`config.mk`:
```
export PLATFORM = sky130hd
export DESIGN_NAME = chan_scan_capture
export DESIGN_NICKNAME = d
export VERILOG_FILES = /design/src/rtl/chan_scan_capture.sv
export SDC_FILE = /design/constraint.sdc
export NUM_CORES = 1
export LEC_CHECK = 0
export ABC_AREA = 1
export CORE_UTILIZATION = 40
export CTS_CLUSTER_DIAMETER = 80
export DETAILED_ROUTE_END_ITERATION = 8
export HOLD_SLACK_MARGIN = 0.15
export PLACE_DENSITY = 0.67
export SLEW_MARGIN = 30
export SYNTH_ARGS = -nofsm -noshare
export SYNTH_HDL_FRONTEND = slang
export SYNTH_SLANG_ARGS = --single-unit
```
`constraint.sdc`:
```
create_clock -name i_clk -period 3.1 [get_ports i_clk]
set_clock_uncertainty 0.05 [all_clocks]
set_input_delay 0.775 -clock i_clk [delete_from_list [all_inputs] [get_ports i_clk]]
set_output_delay 0.775 -clock i_clk [all_outputs]
set_load 0.02 [all_outputs]
```
`src/rtl/chan_scan_capture.sv`:
```
// Multi-channel capture registers with a valid/ready scan engine.
// A pass walks channels 0..N_CH-1, emitting each (or only dirty ones) and
// recording every accepted word in a snapshot vector.
module chan_scan_capture #(
   parameter int N_CH       = 8,
   parameter int W          = 1,
   parameter int DIRTY_ONLY = 0,
   localparam int IW        = $clog2(N_CH)
) (
   input  logic                 i_clk,
   input  logic                 i_arst,
   input  logic                 i_en,
   input  logic [N_CH-1:0]      i_ch_valid,
   input  logic [N_CH*W-1:0]    i_ch_data,
   input  logic                 i_scan_start,
   input  logic                 i_ready,
   output logic                 o_valid,
   output logic [IW-1:0]        o_ch_idx,
   output logic [W-1:0]         o_data,
   output logic                 o_busy,
   output logic                 o_done,
   output logic [N_CH*W-1:0]    o_snapshot
);

   // Output stream: o_valid rises with o_ch_idx/o_data; all three hold
   // steady until the cycle where o_valid && i_ready, which is the transfer.

   typedef enum logic [1:0] {
      S_IDLE = 2'd0,
      S_SCAN = 2'd1,
      S_DONE = 2'd2
   } state_t;

   localparam logic [IW-1:0] LAST_IDX = IW'(N_CH - 1);

   state_t              state_q, state_d;
   logic [IW-1:0]       idx_q, idx_d;
   logic [W-1:0]        cap_q [N_CH];
   logic [W-1:0]        cap_d [N_CH];
   logic [N_CH-1:0]     dirty_q, dirty_d;
   logic                valid_q, valid_d;
   logic [IW-1:0]       ch_idx_q, ch_idx_d;
   logic [W-1:0]        data_q, data_d;
   logic [N_CH*W-1:0]   snap_q, snap_d;
   logic                eligible;

   assign eligible = (DIRTY_ONLY == 0) || dirty_q[idx_q];

   always_comb begin
      state_d  = state_q;
      idx_d    = idx_q;
      cap_d    = cap_q;
      dirty_d  = dirty_q;
      valid_d  = valid_q;
      ch_idx_d = ch_idx_q;
      data_d   = data_q;
      snap_d   = snap_q;

      case (state_q)
         S_IDLE: begin
            if (i_scan_start) begin
               state_d = S_SCAN;
               idx_d   = '0;
            end
         end

         S_SCAN: begin
            if (!valid_q) begin
               if (eligible) begin
                  data_d          = cap_q[idx_q];
                  ch_idx_d        = idx_q;
                  valid_d         = 1'b1;
                  dirty_d[idx_q]  = 1'b0;
               end else if (idx_q == LAST_IDX) begin
                  state_d = S_DONE;
               end else begin
                  idx_d = idx_q + 1'b1;
               end
            end else if (i_ready) begin
               snap_d[int'(idx_q)*W +: W] = data_q;
               valid_d = 1'b0;
               if (idx_q == LAST_IDX) begin
                  state_d = S_DONE;
               end else begin
                  idx_d = idx_q + 1'b1;
               end
            end
         end

         S_DONE: begin
            state_d = S_IDLE;
            idx_d   = '0;
         end

         default: begin
            state_d = S_IDLE;
            idx_d   = '0;
         end
      endcase

      // Capture is applied last so a same-cycle capture overrides the
      // dirty clear made when the channel is loaded for emission.
      for (int c = 0; c < N_CH; c++) begin
         if (i_en && i_ch_valid[c]) begin
            if ((DIRTY_ONLY == 0) || (i_ch_data[c*W +: W] != cap_q[c])) begin
               dirty_d[c] = 1'b1;
            end
            cap_d[c] = i_ch_data[c*W +: W];
         end
      end
   end

   always_ff @(posedge i_clk or posedge i_arst) begin
      if (i_arst) begin
         state_q  <= S_IDLE;
         idx_q    <= '0;
         cap_q    <= '{default: '0};
         dirty_q  <= '0;
         valid_q  <= 1'b0;
         ch_idx_q <= '0;
         data_q   <= '0;
         snap_q   <= '0;
      end else begin
         state_q  <= state_d;
         idx_q    <= idx_d;
         cap_q    <= cap_d;
         dirty_q  <= dirty_d;
         valid_q  <= valid_d;
         ch_idx_q <= ch_idx_d;
         data_q   <= data_d;
         snap_q   <= snap_d;
      end
   end

   assign o_valid    = valid_q;
   assign o_ch_idx   = ch_idx_q;
   assign o_data     = data_q;
   assign o_busy     = (state_q != S_IDLE);
   assign o_done     = (state_q == S_DONE);
   assign o_snapshot = snap_q;

endmodule

```
== Yosys cells after proc, flatten, opt, wreduce, memory -nomap -nowiden ==
Cells that the tools add are included.

* Output and inout bits: 15
* Bits in latches: 0
* Memory bits (writable): 0
* Memories kept: 0
* ROM bits: 0
* Logic and storage cells: 59
* Flip-flop bits (word level): 26

* Multipliers: 0
* Reductions and logical operators: 14
* Add/subtract/negate cells: 2
* Bitwise gates (word level): 2
* Multiplexer cells: 16
* Divide/modulo/power cells: 0
* Magnitude comparators: 1
* Shift operators: 2
* Eq/ne operators: 8

{| class="wikitable"
|+ Operators by type and width
! kind !! count
|-
| negator 3 -> 33 bit || 1
|-
| variable shift 1 x 33 -> 8 bit, first input constant || 1
|-
| variable part select 1 x 33 -> 8 bit || 1
|-
| two-way mux 3 bit || 4
|-
| != test 2 bit, second input constant || 5
|-
| bitwise mux 8 bit || 1
|-
| logical AND 1 bit || 8
|-
| two-way mux 2 bit || 4
|-
| AND reduction 4 bit || 2
|-
| one-hot mux 3 bit (2 select lines) || 1
|-
| greater-or-equal comparator 4 bit, second input constant || 1
|-
| two-way mux 1 bit || 4
|-
| NOT 3 -> 4 bit || 1
|-
| one-hot mux 2 bit (2 select lines) || 1
|-
| adder 3 x 1 -> 3 bit, second input constant || 1
|-
| binary-select mux 1 bit (select 3 bit) || 1
|-
| equality test 3 bit, second input constant || 1
|-
| AND reduction 3 bit || 1
|-
| equality test 2 x 1 -> 1 bit, second input constant || 1
|-
| equality test 2 bit, second input constant || 1
|-
| logical NOT 2 bit || 1
|-
| AND reduction 2 bit || 1
|-
| nonzero test 2 bit || 1
|-
| NOT 1 bit || 1
|}

== Logic depth before layout (Yosys ltp) ==
Gate-level depths: netlist (run 1).

* Word-level depth: 5
* Gate-level depth with buffers: 11
* Gate-level depth less buffers: 10

== Worst setup path before layout (run 1) ==
Ideal clock, no wire load.

* Path type: reg-to-reg
* Start: register idx_q[0]
* End: register snap_q[0], in the netlist o_snapshot[0]
* Period minus slack after synthesis: 1.902 ns
* Setup time: 0.122 ns
* Setup slack: 1.198 ns
* Cell stages (with the launch flop): 10
* Arrival time: 1.730 ns
* Buffers on the path: 2
* Data required time: 2.928 ns
* Cells stage by stage: dfrtp_1 > inv_2 > buf_6 > ha_1 > ha_1 > buf_2 > nor3b_1 > nand3_1 > nand2_1 > o21ai_1

* Cells in the longest elaborated chain, start to end: 3
* Elaborated cells between the ends (all ways): 4

{| class="wikitable"
|+ RTL lines
! what !! line !! text
|-
| start, declared || 37 || <nowiki>logic [IW-1:0] idx_q, idx_d;</nowiki>
|-
| start signal, assigned || 125 || <nowiki>idx_q <= idx_d;</nowiki>
|-
| negator 3 -> 33 bit (*) || 80 || <nowiki>snap_d[int'(idx_q)*W +: W] = data_q;</nowiki>
|-
| variable part select 1 x 33 -> 8 bit / variable shift 1 x 33 -> 8 bit (equally long branches) || 80 ||
|-
| bitwise mux 8 bit (*) || 80 ||
|-
| end signal, assigned || 131 || <nowiki>snap_q <= snap_d;</nowiki>
|-
| end, declared || 44 || <nowiki>logic [N_CH*W-1:0] snap_q, snap_d;</nowiki>
|}

Mark *: on every way between the ends. The rest lies on a longest branch, timed or not.
A chain may end at the register's enable or synchronous reset.

== Final worst setup path (run 1) ==
* Start: register state_q[0]
* End: output o_busy

* Cells in the longest elaborated chain, start to end: 1

{| class="wikitable"
|+ RTL lines
! what !! line !! text
|-
| start, declared || 36 || <nowiki>state_t state_q, state_d;</nowiki>
|-
| start signal, assigned || 124 || <nowiki>state_q <= state_d;</nowiki>
|-
| nonzero test 2 bit || 138 || <nowiki>assign o_busy = (state_q != S_IDLE);</nowiki>
|-
| end, declared || 20 || <nowiki>output logic o_busy,</nowiki>
|}

Every way passes these cells.

==> reports/qor_table.md, run 1 <==
| Stage | Item | Value |
| --- | --- | --- |
| setup path | Required time of the critical path | 2270 ps |
| routing | Count of vias placed by the detailed router | 1,292 |
| layout | Area taken by multi-input logic gates | 654 um2 |
| timing | Fin crit share | 76.6% |
| power and ir drop | Register share of total power | 36.4% |
| power and ir drop | Net switching power | 574 uW |
| layout | Share of cells above drive strength 1 | 7.69% |
| yosys | Area share of the largest cell type after synthesis | 45.3% |
| power and ir drop | Combinational group share of total power | 50.1% |
| job | Maxcap violations | 0 |
| hold path | Cells on Worst Hold Path | 2 |
| setup path | Endpoint kind of the worst setup timing path | output pin |
| yosys | Post-synthesis register bit count | 26 |
| clocking | Clock Sink Count | 26 |
| layout | Final std cell area, no fill | 1860 um2 |
| hold path | Worst hold path class | reg -> reg |
| timing | Final setup fails | 0 |
| setup path | Reg2Reg Launch Point | idx_q[0]$_DFFE_PP0P_ |
| yosys | Post-synthesis sequential area ratio | 45.3% |
| routing | Detail-routed net length per standard cell | 10.9 um |
| run status | Status | finished clean |
| layout | Final net count | 248 |
| routing | Wirelength, routed | 2900 um |
| yosys | Async SR Flop Fraction | 100% |
| die | Area inside the core boundary | 3390 um2 |
| grt | Global route overflow | 0 |
| yosys | Netlist Area Pre-Place | 1440 um2 |
| routing | Number of detailed-route iterations in the first pass | 4 |
| clocking | Maximum number of buffers from clock root to sink | 2 |
| setup path | Type of the setup path with the least slack | reg -> out |
| clocking | Post_cts resized | 0 |
| clocking | # Post-CTS Setup Buffers | 0 |
| clocking | Clock slew at the register clock pins of the worst setup and hold paths | 140 ps |
| die | Total Die Area | 3830 um2 |
| grt | GRT Util Overall | 17.1% |
| die | Die span in x | 61.9 um |
| grt | Via count of the first global-routing pass | 1,175 |
| placement | Placed standard-cell area | 1820 um2 |
| clocking | Cts bufs inserted | 3 |
| routing | Vias per cell | 4.84 |
| die | IO Count | 36 |
| placement | I/O Buffers | 35 |
| timing | Slew at the pin with the worst max-slew slack | 482 ps |
| timing | Hold violation count in the final report | 0 |
| routing | Final antenna-violating net count | 0 |
| power and ir drop | Leakage dissipation | 0.000844 uW |
| hold path | Hold Crit Endpoint | o_snapshot[6]$_DFFE_PP0P_ |
| yosys | Yosys warning total | 0 |
| setup path | Crit path max fanout | 5 |
| grt | Largest net degree at the start of global routing | 27 |
| layout | Signed area change from the synthesized netlist to the final layout | 29.4% |
| yosys | Most instantiated cells after synthesis | sky130_fd_sc_hd__nand2_1 (37), sky130_fd_sc_hd__dfrtp_1 (26), sky130_fd_sc_hd__inv_1 (23) |
| timing | Total Neg Setup Slack | 0 ps |
| setup path | Number of cell instances on the worst register-to-register path | 8 |
| yosys | Syn Nets | 212 |
| placement | Post-DP HPWL | 2280 um |
| timing | Max Fclk | 421 MHz |
| layout | Reg area | 651 um2 |
| grt | First-pass GRT wire length | 4820 um |
| yosys | Gate Count Post-Synth | 186 |
| clocking | Number of buffers inserted by hold repair at cts | 0 |
| setup path | Kind of start point of the critical path | register |
| yosys | Count of unique library cells instantiated by Yosys | 22 |
| placement | Final Wtd Congestion | 0.855 |
| yosys | Primary flip-flop cell chosen by synthesis mapping | sky130_fd_sc_hd__dfrtp_1 |
| routing | Initial DRC count | 48 |
| yosys | Cell types occupying the most area after synthesis | sky130_fd_sc_hd__dfrtp_1 (45%), sky130_fd_sc_hd__nand2_1 (9.7%), sky130_fd_sc_hd__nand3_1 (6.3%) |
| layout | Total inserted antenna cells | 0 |
| timing | Number of pins with negative max-slew slack in the final report | 0 |
| layout | Filler cell count in the final layout | 334 |
| power and ir drop | Share of total power consumed by net switching | 44.6% |
| timing | Final critical path time including I/O delays and setup | 2370 ps |
| setup path | Worst setup slack for register-to-register paths | 1090 ps |
| timing | Rel. slew slack | 67.8% |
| timing | RSZ-0062 raised after global routing | false |
| setup path | Worst endpoint data arrival time | 1550 ps |
| yosys | Average cell area after synthesis | 7.72 um2 |
| power and ir drop | Internal power | 715 uW |
| yosys | Number of flops mapped to enable cells by yosys | 0 |
| hold path | Worst Hold Launch | o_snapshot[6]$_DFFE_PP0P_ |
| clocking | Buffer type at the clock tree root | sky130_fd_sc_hd__clkbuf_4 |
| yosys | Count leader, synth | sky130_fd_sc_hd__nand2_1 |
| die | Initial Utilization | 42.4% |
| clocking | TritonCTS clock tree | built |
| setup path | R2r endpoint | o_snapshot[3]$_DFFE_PP0P_ |
| clocking | Clock latency of the later-clocked register in the worst-skew pair | 320 ps |
| clocking | # H-tree levels | 1 |
| yosys | Yosys top cell by area | sky130_fd_sc_hd__dfrtp_1 |
| die | Die height | 61.9 um |
| grt | Antenna violations before repair | 0 |
| routing | Count of unresolved DRC violations after routing | 0 |
| die | Number of standard-cell rows in the floorplan | 21 |
| power and ir drop | VDD IR-drop max | 0.233 mV |
| power and ir drop | Power Dens Cells | 694 nW/um2 |
| power and ir drop | Clk network pwr share | 13.5% |
-- sequential cells by signal (all words and copies together), names as in the netlist --
| signal | flops |
|---|---|
| cap_q | 8 |
| idx_q | 3 |
| o_ch_idx | 3 |
| o_data | 1 |
| o_snapshot | 8 |
| o_valid | 1 |
| state_q | 2 |
-- worst max-delay path by stage --
stage | start | to | slack [ps] | cells after the start
3_5_place_dp | i_ready | o_snapshot[7]$_DFFE_PP0P_ | 1050 | 6
5_1_grt | state_q[0]$_DFFE_PP0P_ | o_busy | 650 | 3
6_report | state_q[0]$_DFFE_PP0P_ | o_busy | 730 | 3
4_1_cts | state_q[0]$_DFFE_PP0P_ | o_busy | 710 | 3
2_1_floorplan | idx_q[0]$_DFFE_PP0P_ | o_snapshot[0]$_DFFE_PP0P_ | 1200 | 9
3_3_place_gp | i_ready | o_snapshot[5]$_DFFE_PP0P_ | 1050 | 6
-- critical path, cell delays in order (launching register included) --
cell and delay, ps:
sky130_fd_sc_hd__dfrtp_1 460, sky130_fd_sc_hd__nor2_1 90, sky130_fd_sc_hd__inv_1 70, sky130_fd_sc_hd__clkdlybuf4s50_1 600
-- per-layer routing --
layer / part of all wire (%) / vias up / track usage [%]
met5: 0 / - / 0
met4: 1.8 / 0 / 6.35
met3: 4.1 / 4 / 3.11
met2: 47 / 34 / 30.9
met1: 47 / 576 / 20.1
li1: - / 678 / -
-- logic make-up (layout without fill, tap and decap cells) --
kind of cell	Yosys count	in the layout	share of synthesized area (%)
AND/OR/NAND/NOR	90	90	29.0
AO/OA/AOI/OAI	33	33	12.2
buffers and inverters	32	67	9.15
flip-flops	26	26	45.3
adder cells (fa/ha/maj)	5	5	4.36
-- power by group through the flow --
stage                     Clock, uW  Sequential, uW  Combinational, uW
after floorplan                   0             501                428
after global placement            0             474                634
after detailed placement          0             477                646
after CTS                       179             470                649
after global routing            188             479                726
final                           174             469                646
-- cell usage in the layout, fill, tap and decap left out, types with 3 or more instances in the layout --
cell / count
sky130_fd_sc_hd__dfrtp_1: 26
sky130_fd_sc_hd__nand2_2: 4
sky130_fd_sc_hd__nand3_1: 18
sky130_fd_sc_hd__clkdlybuf4s50_1: 35
sky130_fd_sc_hd__a21oi_1: 9
sky130_fd_sc_hd__o21ai_1: 11
sky130_fd_sc_hd__a31oi_1: 8
sky130_fd_sc_hd__nand2_1: 37
sky130_fd_sc_hd__inv_1: 23
sky130_fd_sc_hd__clkbuf_4: 3
sky130_fd_sc_hd__inv_2: 4
sky130_fd_sc_hd__ha_1: 5
sky130_fd_sc_hd__o21ai_0: 5
sky130_fd_sc_hd__nand4_1: 4
sky130_fd_sc_hd__nor2_1: 21
-- stage by stage --
| step | utilization (%) | cells | setup slack, ps | power [uW] | hold WS (ps) |
|---|---|---|---|---|---|
| after floorplan | - | 186 | 1200 | 928 | 458 |
| after global placement | 53.7 | 263 | 1050 | 1110 | 403 |
| after detailed placement | 53.7 | 263 | 1050 | 1120 | 426 |
| after CTS | 54.8 | 267 | 714 | 1300 | 462 |
| after global routing | 54.8 | 267 | 649 | 1390 | 489 |
| final | 54.8 | 267 | 727 | 1290 | 451 |
-- cell type report --
cell class,instances,area share [%]
multi-input cells,128,35.2
flip-flops and latches,26,35.0
repair buffers,36,19.3
inverters,27,5.45
well taps,46,3.10
clock buffers,4,1.95
Note: power is estimated with default switching activity, not from simulation.
==> run 2: changes to the inputs <==
==> constraint.sdc (replaced) <==
create_clock -name i_clk -period 2.3 [get_ports i_clk]
set_clock_uncertainty 0.05 [all_clocks]
set_input_delay 0.575 -clock i_clk [delete_from_list [all_inputs] [get_ports i_clk]]
set_output_delay 0.575 -clock i_clk [all_outputs]
set_load 0.02 [all_outputs]
==> run 2 against run 1 <==
Wire length rose by 3.6%. Die area is the same. Combinational power up 35%. Clock power rose by 86%. Utilization increased by 0.48 points. Final cell count is the same.
==> reports/qor_table.md, run 2 (synthesis gave the netlist of run 1 again) <==
| Stage | Item | Value | vs previous |
| --- | --- | --- | --- |
| power and ir drop | VDD IR-drop max | 0.369 mV | +59% |
| clocking | Clock Sink Count | 26 | unchanged |
| hold path | Cells on Worst Hold Path | 2 | unchanged |
| clocking | Post_cts resized | 0 | unchanged |
| setup path | Crit path max fanout | 5 | unchanged |
| die | Initial Utilization | 42.4% | unchanged |
| hold path | Worst hold path class | reg -> reg |  |
| clocking | # Post-CTS Setup Buffers | 0 | unchanged |
| grt | First-pass GRT wire length | 4910 um | +1.8% |
| timing | Total Neg Setup Slack | 0 ps | unchanged |
| die | Number of standard-cell rows in the floorplan | 21 | unchanged |
| die | Die height | 61.9 um | unchanged |
| routing | Final antenna-violating net count | 0 | unchanged |
| hold path | Hold Crit Endpoint | o_snapshot[6]$_DFFE_PP0P_ |  |
| die | Area inside the core boundary | 3390 um2 | unchanged |
| layout | Signed area change from the synthesized netlist to the final layout | 30.5% |  |
| setup path | Endpoint kind of the worst setup timing path | output pin |  |
| setup path | Type of the setup path with the least slack | reg -> out |  |
| clocking | # H-tree levels | 1 | unchanged |
| placement | Post-DP HPWL | 2340 um | +2.6% |
| job | Maxcap violations | 0 | unchanged |
| grt | Antenna violations before repair | 0 | unchanged |
| die | Total Die Area | 3830 um2 | unchanged |
| placement | Placed standard-cell area | 1820 um2 | unchanged |
| timing | Final setup fails | 0 | unchanged |
| power and ir drop | Power Dens Cells | 974 nW/um2 | +40% |
| timing | RSZ-0062 raised after global routing | false |  |
| routing | Vias per cell | 5.02 | +3.8% |
| clocking | Cts bufs inserted | 3 | unchanged |
| setup path | Reg2Reg Launch Point | idx_q[0]$_DFFE_PP0P_ |  |
| setup path | Number of cell instances on the worst register-to-register path | 8 | unchanged |
| clocking | Buffer type at the clock tree root | sky130_fd_sc_hd__clkbuf_4 |  |
| layout | Total inserted antenna cells | 0 | unchanged |
| placement | Final Wtd Congestion | 0.865 | +1.1% |
| setup path | Required time of the critical path | 1670 ps | -600 ps |
| grt | GRT Util Overall | 17.4% | +0.36 points |
| clocking | Clock latency of the later-clocked register in the worst-skew pair | 340 ps | +20 ps |
| layout | Final standard cell utilization of the core | 55.3% | +0.48 points |
| routing | Count of vias placed by the detailed router | 1,341 | +3.8% |
| grt | Via count of the first global-routing pass | 1,160 | -1.3% |
| clocking | Maximum number of buffers from clock root to sink | 2 | unchanged |
| hold path | Worst Hold Launch | o_snapshot[6]$_DFFE_PP0P_ |  |
| setup path | Kind of start point of the critical path | register |  |
| timing | Final critical path time including I/O delays and setup | 2180 ps |  |
| die | IO Count | 36 | unchanged |
| timing | Hold violation count in the final report | 0 | unchanged |
| timing | Fin crit share | 94.9% |  |
| timing | Number of pins with negative max-slew slack in the final report | 0 | unchanged |
| timing | Rel. slew slack | 68.2% | +0.39 points |
| clocking | Clock slew at the register clock pins of the worst setup and hold paths | 150 ps | about the same |
| routing | Wirelength, routed | 3010 um | +3.6% |
| grt | Global route overflow | 0 | unchanged |
| routing | Detail-routed net length per standard cell | 11.3 um | +3.6% |
| clocking | Number of buffers inserted by hold repair at cts | 0 | unchanged |
| placement | I/O Buffers | 35 | unchanged |
| layout | Final std cell area, no fill | 1870 um2 | +0.88% |
| setup path | R2r endpoint | o_snapshot[1]$_DFFE_PP0P_ |  |
| layout | Share of cells above drive strength 1 | 7.69% | unchanged |
| routing | Count of unresolved DRC violations after routing | 0 | unchanged |
| die | Die span in x | 61.9 um | unchanged |
| setup path | Worst setup slack for register-to-register paths | 250 ps | -840 ps |
| grt | Largest net degree at the start of global routing | 27 | unchanged |
| timing | Max Fclk | 458 MHz |  |
| layout | Commonest cells after routing, fill and taps aside | sky130_fd_sc_hd__nand2_1 (37), sky130_fd_sc_hd__clkdlybuf4s50_1 (35), sky130_fd_sc_hd__dfrtp_1 (26) |  |
| clocking | TritonCTS clock tree | built |  |
| run status | Status | finished clean |  |
| setup path | Worst endpoint data arrival time | 1560 ps | about the same |
| routing | Initial DRC count | 62 | +29% |
| timing | Slew at the pin with the worst max-slew slack | 476 ps | -5.81 ps |
| layout | Most common library cell in the layout ignoring fill and taps | sky130_fd_sc_hd__nand2_1 |  |
| power and ir drop | Leakage dissipation | 0.000851 uW | +0.82% |
| layout | Final net count | 248 | unchanged |
| routing | Number of detailed-route iterations in the first pass | 4 | unchanged |
| timing | Tightest hold margin | 442 ps | -9.28 ps |
-- run 2: changes by cell type in the layout (fill, tap and decap cells not counted), sizes merged --
| cell | delta |
|---|---|
| bufinv | +1 |
| clkbuf | -1 |
-- run 2: routing by layer --
| metal | routed length, um | vias to the layer above | GRT usage [%] |
|---|---|---|---|
| li1 | - | 683 | - |
| met1 | 1380 | 611 | 21.3 |
| met2 | 1440 | 42 | 30.6 |
| met3 | 142 | 5 | 2.90 |
| met4 | 46 | 0 | 6.98 |
| met5 | 0 | - | 0 |
-- run 2: cell type report --
cell class / count / area, um2
Clock buffer: 3 / 22.5
Clock inverter: 1 / 30.0
Fill cell: 338 / 1520
Inverter: 27 / 101
Multi-Input combinational cell: 128 / 654
Sequential cell: 26 / 651
Tap cell: 46 / 57.6
Timing Repair Buffer: 36 / 358
-- run 2: worst max path at each step --
stage               slack, ps                        end                    from
global placement          410  o_snapshot[3]$_DFFE_PP0P_    idx_q[0]$_DFFE_PP0P_
finish                    120                     o_busy  state_q[0]$_DFFE_PP0P_
detailed placement        280  o_snapshot[1]$_DFFE_PP0P_    idx_q[0]$_DFFE_PP0P_
CTS                       110                     o_busy  state_q[0]$_DFFE_PP0P_
global route               20                     o_busy  state_q[0]$_DFFE_PP0P_
floorplan                 400  o_snapshot[0]$_DFFE_PP0P_    idx_q[0]$_DFFE_PP0P_
-- run 2: worst max-delay path: stages, from the launching register on --
cell and delay, ps:
sky130_fd_sc_hd__dfrtp_1 460, sky130_fd_sc_hd__nor2_1 160, sky130_fd_sc_hd__inv_1 70, sky130_fd_sc_hd__clkdlybuf4s50_1 530
-- run 2: metrics by stage --
step	cells	power (uW)	setup WS, ps
floorplan	186	1250	398
global placement	263	1490	406
detailed placement	263	1510	278
CTS	267	1830	106
global route	267	1970	19.2
finish	267	1820	118
-- run 2: where the power goes --
group	switching [uW]	internal, uW
logic	550	319
registers	85.6	547
clock network	146	177
